## config.mk

```make
export PLATFORM = sky130hd
export DESIGN_NAME = imm_decode_stage
export DESIGN_NICKNAME = d
export VERILOG_FILES = /design/src/rtl/imm_decode_stage.sv
export SDC_FILE = /design/constraint.sdc
export NUM_CORES = 1
export LEC_CHECK = 0
export CORE_MARGIN = 1
export CORE_UTILIZATION = 25
export DETAILED_ROUTE_END_ITERATION = 12
export PLACE_DENSITY_LB_ADDON = 0.12
export SYNTH_ARGS = -nofsm -noshare
export SYNTH_HDL_FRONTEND = slang
export SYNTH_SLANG_ARGS = --single-unit
```

## constraint.sdc

```tcl
create_clock -name i_Clk -period 1.9 [get_ports i_Clk]
set_input_delay 0.19 -clock i_Clk [delete_from_list [all_inputs] [get_ports i_Clk]]
set_output_delay 0.19 -clock i_Clk [all_outputs]
set_load 0.01 [all_outputs]
```

## src/rtl/imm_decode_stage.sv

```systemverilog
// imm_decode_stage
// Registered, flow-controlled immediate decoder between fetch and
// register-read/execute. Decodes the base RV32I/RV64I immediate formats
// (I, S, B, J, U), sign-extends to XLEN, flags and counts illegal opcodes,
// and moves results under a valid/ready handshake with an optional skid entry.
//
// Parameters
//   XLEN      immediate output width (32 or 64)
//   USE_SKID  1: output reg + skid reg, registered o_Ready
//             0: output reg only, o_Ready = !o_Valid || i_Ready
// Ports
//   i_Clk, i_Rst_n        clock, async active-low reset
//   i_Valid/o_Ready/i_Instr  upstream handshake and instruction word
//   o_Valid/i_Ready          downstream handshake
//   o_Instr, o_Imm, o_ImmSrc, o_Illegal  decoded result
//   o_IllegalCnt          saturating count of delivered illegal results
module imm_decode_stage #(
    parameter int unsigned XLEN     = 32,
    parameter bit          USE_SKID = 1'b1
) (
    input  logic            i_Clk,
    input  logic            i_Rst_n,
    input  logic            i_Valid,
    output logic            o_Ready,
    input  logic [31:0]     i_Instr,
    output logic            o_Valid,
    input  logic            i_Ready,
    output logic [31:0]     o_Instr,
    output logic [XLEN-1:0] o_Imm,
    output logic [2:0]      o_ImmSrc,
    output logic            o_Illegal,
    output logic [15:0]     o_IllegalCnt
);

    localparam int unsigned IW = 32;
    localparam int unsigned SW = 3;
    localparam int unsigned CW = 16;

    localparam logic [6:0] OPC_LOAD   = 7'd3;
    localparam logic [6:0] OPC_OPIMM  = 7'd19;
    localparam logic [6:0] OPC_AUIPC  = 7'd23;
    localparam logic [6:0] OPC_STORE  = 7'd35;
    localparam logic [6:0] OPC_OP     = 7'd51;
    localparam logic [6:0] OPC_LUI    = 7'd55;
    localparam logic [6:0] OPC_BRANCH = 7'd99;
    localparam logic [6:0] OPC_JALR   = 7'd103;
    localparam logic [6:0] OPC_JAL    = 7'd111;

    localparam logic [SW-1:0] SRC_I    = 3'b000;
    localparam logic [SW-1:0] SRC_S    = 3'b001;
    localparam logic [SW-1:0] SRC_B    = 3'b010;
    localparam logic [SW-1:0] SRC_J    = 3'b011;
    localparam logic [SW-1:0] SRC_U    = 3'b100;
    localparam logic [SW-1:0] SRC_NONE = 3'b111;

    if (XLEN != 32 && XLEN != 64) begin : g_bad_xlen
        $error("imm_decode_stage: XLEN must be 32 or 64");
    end

    // One pipeline entry: everything the stage hands downstream
    typedef struct packed {
        logic [IW-1:0]   instr;
        logic [XLEN-1:0] imm;
        logic [SW-1:0]   src;
        logic            illegal;
    } entry_t;

    localparam entry_t ENTRY_RST = '{instr: '0, imm: '0, src: SRC_NONE, illegal: 1'b0};

    entry_t        dec;
    entry_t        out_q, out_d;
    entry_t        skid_q, skid_d;
    logic          out_valid_q, out_valid_d;
    logic          skid_valid_q, skid_valid_d;
    logic          ready_q, ready_d;
    logic [CW-1:0] cnt_q, cnt_d;
    logic          in_fire;
    logic          out_fire;
    logic [IW-1:0] imm32;

    // Immediate decode of the incoming instruction (32-bit form first)
    always_comb begin
        imm32       = '0;
        dec.instr   = i_Instr;
        dec.src     = SRC_NONE;
        dec.illegal = 1'b0;
        unique case (i_Instr[6:0])
            OPC_LOAD, OPC_OPIMM, OPC_JALR: begin
                dec.src = SRC_I;
                imm32   = {{20{i_Instr[31]}}, i_Instr[31:20]};
            end
            OPC_STORE: begin
                dec.src = SRC_S;
                imm32   = {{20{i_Instr[31]}}, i_Instr[31:25], i_Instr[11:7]};
            end
            OPC_BRANCH: begin
                dec.src = SRC_B;
                imm32   = {{19{i_Instr[31]}}, i_Instr[31], i_Instr[7],
                           i_Instr[30:25], i_Instr[11:8], 1'b0};
            end
            OPC_JAL: begin
                dec.src = SRC_J;
                imm32   = {{11{i_Instr[31]}}, i_Instr[31], i_Instr[19:12],
                           i_Instr[20], i_Instr[30:21], 1'b0};
            end
            OPC_LUI, OPC_AUIPC: begin
                dec.src = SRC_U;
                imm32   = {i_Instr[31:12], 12'b0};
            end
            OPC_OP: begin
                dec.src = SRC_NONE;
            end
            default: begin
                // Covers every opcode with instr[1:0] != 2'b11 as well
                dec.illegal = 1'b1;
            end
        endcase
        // Bit 31 of imm32 always equals instr[31] for non-zero formats,
        // so a signed resize gives the XLEN sign extension (U included).
        dec.imm = XLEN'($signed(imm32));
    end

    assign in_fire  = i_Valid && o_Ready;
    assign out_fire = out_valid_q && i_Ready;

    // Next-state for output/skid registers and the illegal counter
    always_comb begin
        out_d        = out_q;
        out_valid_d  = out_valid_q;
        skid_d       = skid_q;
        skid_valid_d = skid_valid_q;
        cnt_d        = cnt_q;

        if (!out_valid_q || i_Ready) begin
            // Output slot frees this cycle; the skid entry is older, so it goes first
            if (USE_SKID && skid_valid_q) begin
                out_d        = skid_q;
                out_valid_d  = 1'b1;
                skid_valid_d = 1'b0;
            end else if (in_fire) begin
                out_d       = dec;
                out_valid_d = 1'b1;
            end else begin
                out_valid_d = 1'b0;
            end
        end else if (USE_SKID && in_fire) begin
            skid_d       = dec;
            skid_valid_d = 1'b1;
        end

        ready_d = !skid_valid_d;

        if (out_fire && out_q.illegal && (cnt_q != {CW{1'b1}})) begin
            cnt_d = cnt_q + CW'(1);
        end
    end

    // State registers
    always_ff @(posedge i_Clk or negedge i_Rst_n) begin
        if (!i_Rst_n) begin
            out_q        <= ENTRY_RST;
            out_valid_q  <= 1'b0;
            skid_q       <= ENTRY_RST;
            skid_valid_q <= 1'b0;
            ready_q      <= 1'b1;
            cnt_q        <= '0;
        end else begin
            out_q        <= out_d;
            out_valid_q  <= out_valid_d;
            skid_q       <= skid_d;
            skid_valid_q <= skid_valid_d;
            ready_q      <= ready_d;
            cnt_q        <= cnt_d;
        end
    end

    // Without the skid entry, ready must look through to downstream in the same cycle
    assign o_Ready      = USE_SKID ? ready_q : (!out_valid_q || i_Ready);
    assign o_Valid      = out_valid_q;
    assign o_Instr      = out_q.instr;
    assign o_Imm        = out_q.imm;
    assign o_ImmSrc     = out_q.src;
    assign o_Illegal    = out_q.illegal;
    assign o_IllegalCnt = cnt_q;

endmodule

```

# Word level (Yosys, flattened, before mapping)
# Index checks and enable logic that the tools add are counted.
# Widths: inputs -> output; s select.
[op_classes]
eq_ne = 10
add_sub_neg = 1
bitwise = 1
n_reduce_logical = 13
n_mux = 9
[op_table]
columns = ["operator", "count"]
rows = [
  ["$pmux 32 s5", 1],
  ["$mux 68", 2],
  ["$eq 7x6->1 const B", 3],
  ["$eq 7x7->1 const B", 3],
  ["$add 16x1->16 const B", 1],
  ["$ne 16x16->1 const B", 1],
  ["$pmux 3 s5", 1],
  ["$eq 7x5->1 const B", 2],
  ["$reduce_or 9->1", 1],
  ["$eq 7x2->1 const B", 1],
  ["$mux 1", 5],
  ["$logic_and 1x1->1", 4],
  ["$reduce_and 2->1", 2],
  ["$reduce_or 3->1", 1],
  ["$logic_not 1->1", 2],
  ["$reduce_bool 2->1", 1],
  ["$reduce_or 2->1", 1],
  ["$logic_or 1x1->1", 1],
  ["$not 1->1", 1],
]
[totals]
reg_bits = 155
out_inout_bits = 86
elab_cells = 46

# Logic depth before layout (Yosys ltp)
[logic_depth]
depth_word = 5
depth_mapped = 8

# Worst setup path before layout
# OpenSTA, ideal clock, no wires.
[synth_path]
path_type = "register -> register"
startpoint = "register cnt_q[0] (netlist: o_IllegalCnt[0])"
endpoint = "register cnt_q[12] (netlist: o_IllegalCnt[12])"
path_stages_with_launch = 7
synth_period_minus_slack_ns = 1.780
t_arrival_ns = 1.656
setup_slack_ns = 0.120
setup_time_ns = 0.125
path_cell_list = "dfrtp_1 -> ha_1 -> nand2_1 -> or3_1 -> buf_2 -> nor3_1 -> mux2_2"
[synth_via]
elab_chain_len = 2
word_cells_on_any_way = 3
cone_classes = "add/sub: 1; eq/ne: 1; reduce/logical: 1"
[synth_lines]
columns = ["item", "line", "rtl"]
rows = [
  ["from (decl)", "76", "logic [CW-1:0] cnt_q, cnt_d;"],
  ["from (signal assigned)", "173", "cnt_q <= cnt_d;"],
  ["parallel branches: the longest is 2 deep, another holds $add 16x1->16", "-", ""],
]
# Several ways; the timed one is not identified.
# A chain may end at the register's enable or synchronous reset.

# Worst setup path after layout
[layout_path]
startpoint = "register ready_q (netlist: o_Ready)"
endpoint = "output port o_Ready"
[layout_rtl]
columns = ["item", "line", "rtl"]
rows = [
  ["from (decl)", "75", "logic ready_q, ready_d;"],
  ["from (signal assigned)", "172", "ready_q <= ready_d;"],
  ["to (decl)", "24", "output logic o_Ready,"],
]
# No word-level cell between the ends.

==> results.txt <==
----------------------------------------------------
[STA]
  Period Utilization, post-route ... 0.941
  Clock period minus final worst setup slack ... 1.79 ns
  RSZ-0062 raised after global routing ... false
  Minimum setup slack in the final design ... 0.112 ns
  Post-Route Setup TNS ... 0 ns
  Final Max Slew Viols ... 0
  Setup-violating endpoint count in the final report ... 0
  Number of hold-slack violations in the final timing report ... 0
  Relative slew slack ... 0.552
  Final hold slack ... 0.253 ns
  Maximum clock rate ... 559 MHz
  Maximum clock skew at final layout ... 0.0118 ns
  Transition time of the tightest slew-check pin ... 0.670 ns

[GRT]
  Pin count of the biggest net entering global routing ... 43
  First-pass GRT wire length ... 34000 um
  Initial antenna violation count ... 1
  Total track usage ... 0.158
  Via count of the first global-routing pass ... 5835
  Congestion Overflow GR ... 0

[Synth]
  Synth Instances ... 715
  #FFs+latches synth ... 155
  Mapped cell area ... 0.00687 mm2
  Async set-reset flop share out of synthesis ... 1.00
  Predominant post-synthesis flop cell ... dfrtp_1
  Synth cell types ... 52
  Post-Syn Nets ... 752
  Yosys Warn Count ... 0
  Count of flip-flops with a built-in enable after synthesis ... 0
  Proportion of synthesized chip area in sequential cells ... 0.566
  Post-Syn Area per Cell ... 9.60 um2

[Final layout]
  Area of all placed cells without fillers ... 0.00948 mm2
  Area occupied by registers ... 0.00389 mm2
  Most common cell after layout, fill and taps aside ... nand2_1
  Most frequent cells in the layout ... nand2_1 (176), dfrtp_1 (147), clkdlybuf4s50_1 (120), o21ai_0 (87), buf_4 (56)
  Ant diodes ... 0
  Combined area of the multi-input logic cells ... 0.00278 mm2
  Number of inserted filler cells in the final layout ... 2749
  Fraction of layout instances using a drive strength above 1 ... 0.141
  Area delta synth->final ... 38.1%
  Number of nets at the end of the flow ... 911

[Drt]
  First DRT Iteration DRCs ... 353
  Number of iterations in the first detailed-routing pass ... 5
  Antenna viol nets, final ... 0
  Routed wire per std cell ... 17.2 um
  Total number of vias ... 5691
  Mean number of vias per cell ... 4.63
  Residual DRC ... 0
  Total wire length ... 21200 um

[Power]
  Total power of the final layout ... 10.6 mW
  Power per unit of standard cell area ... 1120 mW/mm2
  Max VDD drop ... 513 uV
  Static Leakage ... 4.15 nW

[Clock tree]
  Worst skew pair latency ... 0.43 ns
  CTS tree ... done
  Total clock sinks ... 155
  CTS Root Buffer Type ... clkbuf_16
  Clock Pin Slew Worst Setup and Hold Paths ... 0.07 ns
  Bufs on Longest Clock Path ... 2
  Total clock buffers created by CTS ... 17
  Maximum level of the CTS H-tree ... 4

[Worst setup path]
  Cell-by-cell trace of the critical path ... clkdlybuf4s50_1
  Buffer and inverter count on the worst path ... 1
  Critical Path Fanout Max ... 5
  Largest stage delay on the critical path ... 0.60 ns
  FF-to-FF Start ... o_IllegalCnt[0]$_DFFE_PN0P_
  Worst path top cell family by delay ... buffers and inverters
  CP Capture Type ... output port
  Arrival time at the worst endpoint ... 1.60 ns
  Timing startpoint of the critical path ... o_Ready$_DFF_PN1_
  Critical path launch point type ... flip-flop
  Required arrival time at the worst endpoint ... 1.71 ns
  Worst setup path category ... reg -> out
  Slowest cell on the critical path ... clkdlybuf4s50_1

[Placed design]
  Post-detailed-placement cell area ... 0.00891 mm2
  IO buf count ... 121
  Placer Congestion ... 0.780
  Half-perimeter wire length after detailed placement ... 14700 um
  Worst setup slack after placement ... -0.174 ns

[Die]
  Die area ... 0.0281 mm2
  Vertical die dimension ... 168 um
  Horizontal extent of the die ... 168 um
  Initial Utilization ... 0.255
  Core area ... 0.0270 mm2
  Count of pins on the block boundary ... 122
  Std cell rows ... 60

[Run status]
  Status ... complete, no violations

[Min path]
  Worst min-delay path category ... in -> async

[Flow run]
  Reported max-cap violation count ... 0

----------------------------------------------------
[metal layers]
| metal | vias to the layer above | routed length, um | GRT usage |
|---|---|---|---|
| met3 | 18 | 952 | 0.0338 |
| met2 | 141 | 10000 | 0.250 |
| met4 | 2 | 191 | 0.0407 |
| met1 | 2756 | 9980 | 0.219 |
| li1 | 2774 | - | - |
| met5 | - | 13 | 0 |
[synthesized netlist by cell type, drive strengths merged (2+ instances only)]
library cell / number / area (um2)
xor2: 13 / 114
or2: 2 / 12.5
nand3: 18 / 90.1
nor3b: 3 / 22.5
mux2i: 31 / 310
nand2: 176 / 661
a211o: 2 / 17.5
buf: 16 / 76.3
nand4: 5 / 46.3
nor2b: 3 / 18.8
inv: 5 / 18.8
a2111oi: 2 / 17.5
nand2b: 3 / 18.8
o21ai: 87 / 435
and3: 6 / 37.5
nand3b: 3 / 26.3
mux2: 4 / 48.8
nor2: 32 / 123
or3: 20 / 125
dfrtp: 148 / 3700
a211oi: 4 / 30.0
dfstp: 7 / 184
nor4b: 2 / 17.5
a2bb2oi: 6 / 52.6
a21oi: 54 / 270
nor4: 3 / 40.0
nor3: 11 / 65.1
clkbuf: 30 / 113
a22oi: 4 / 30.0
[area by class of cell]
| class | instances | area share |
|---|---|---|
| Inverter | 5 | 0.00198 |
| Timing Repair Buffer | 186 | 0.190 |
| Sequential cell | 155 | 0.410 |
| Clock buffer | 17 | 0.0449 |
| Tap cell | 341 | 0.0450 |
| Clock inverter | 15 | 0.0148 |
| Multi-Input combinational cell | 509 | 0.293 |
[flip-flops by register name, summed over array words and instances, names as in the netlist]
name          count
skid_valid_q      1
o_Illegal         1
o_Valid           1
o_Instr          32
o_IllegalCnt     16
o_Imm            32
skid_q           68
o_ImmSrc          3
o_Ready           1
[repair_timing]
action | in CTS | in global routing
endpoints found under the hold margin | 33 | 0
hold buffers | 1 | 0
resized for setup | 0 | 0
setup buffers | 0 | 0
[kinds of logic after synthesis]
group / after synthesis / share of synthesized area
AND/OR/NAND/NOR: 293 / 0.198
AO/OA/AOI/OAI: 167 / 0.134
flip-flops: 155 / 0.566
buffers and inverters: 51 / 0.0303
multiplexers: 35 / 0.0523
XOR/XNOR: 13 / 0.0166
adder cells (fa/ha/maj): 1 / 0.00182
[through the flow]
stage	utilization	instances
finish	0.352	1228
global route	0.352	1228
CTS	0.352	1228
detailed placement	0.331	1195
global placement	0.331	1195
floorplan	-	715
[power breakdown]
part           switching (mW)  total, mW  internal (mW)
Combinational            1.31       2.76           1.45
Clock                    1.50       3.32           1.82
Sequential              0.466       4.55           4.08
[worst paths after layout]
| kind | endpoint | slack [ns] | cells after the start |
|---|---|---|---|
| min in group i_Clk | skid_q[46]$_DFFE_PN0P_ | 0.38 | 3 |
| setup reg to reg | o_IllegalCnt[12]$_DFFE_PN0P_ | 0.14 | 5 |
| hold reg to reg | skid_q[1]$_DFFE_PN1P_ | 0.46 | 2 |
| hold / removal | o_IllegalCnt[8]$_DFFE_PN0P_ | 0.25 | 2 |
| setup / recovery | o_Ready | 0.11 | 1 |
| max in group asynchronous | o_Ready$_DFF_PN1_ | 0.97 | 3 |
Power figures use the tool's default switching activity.
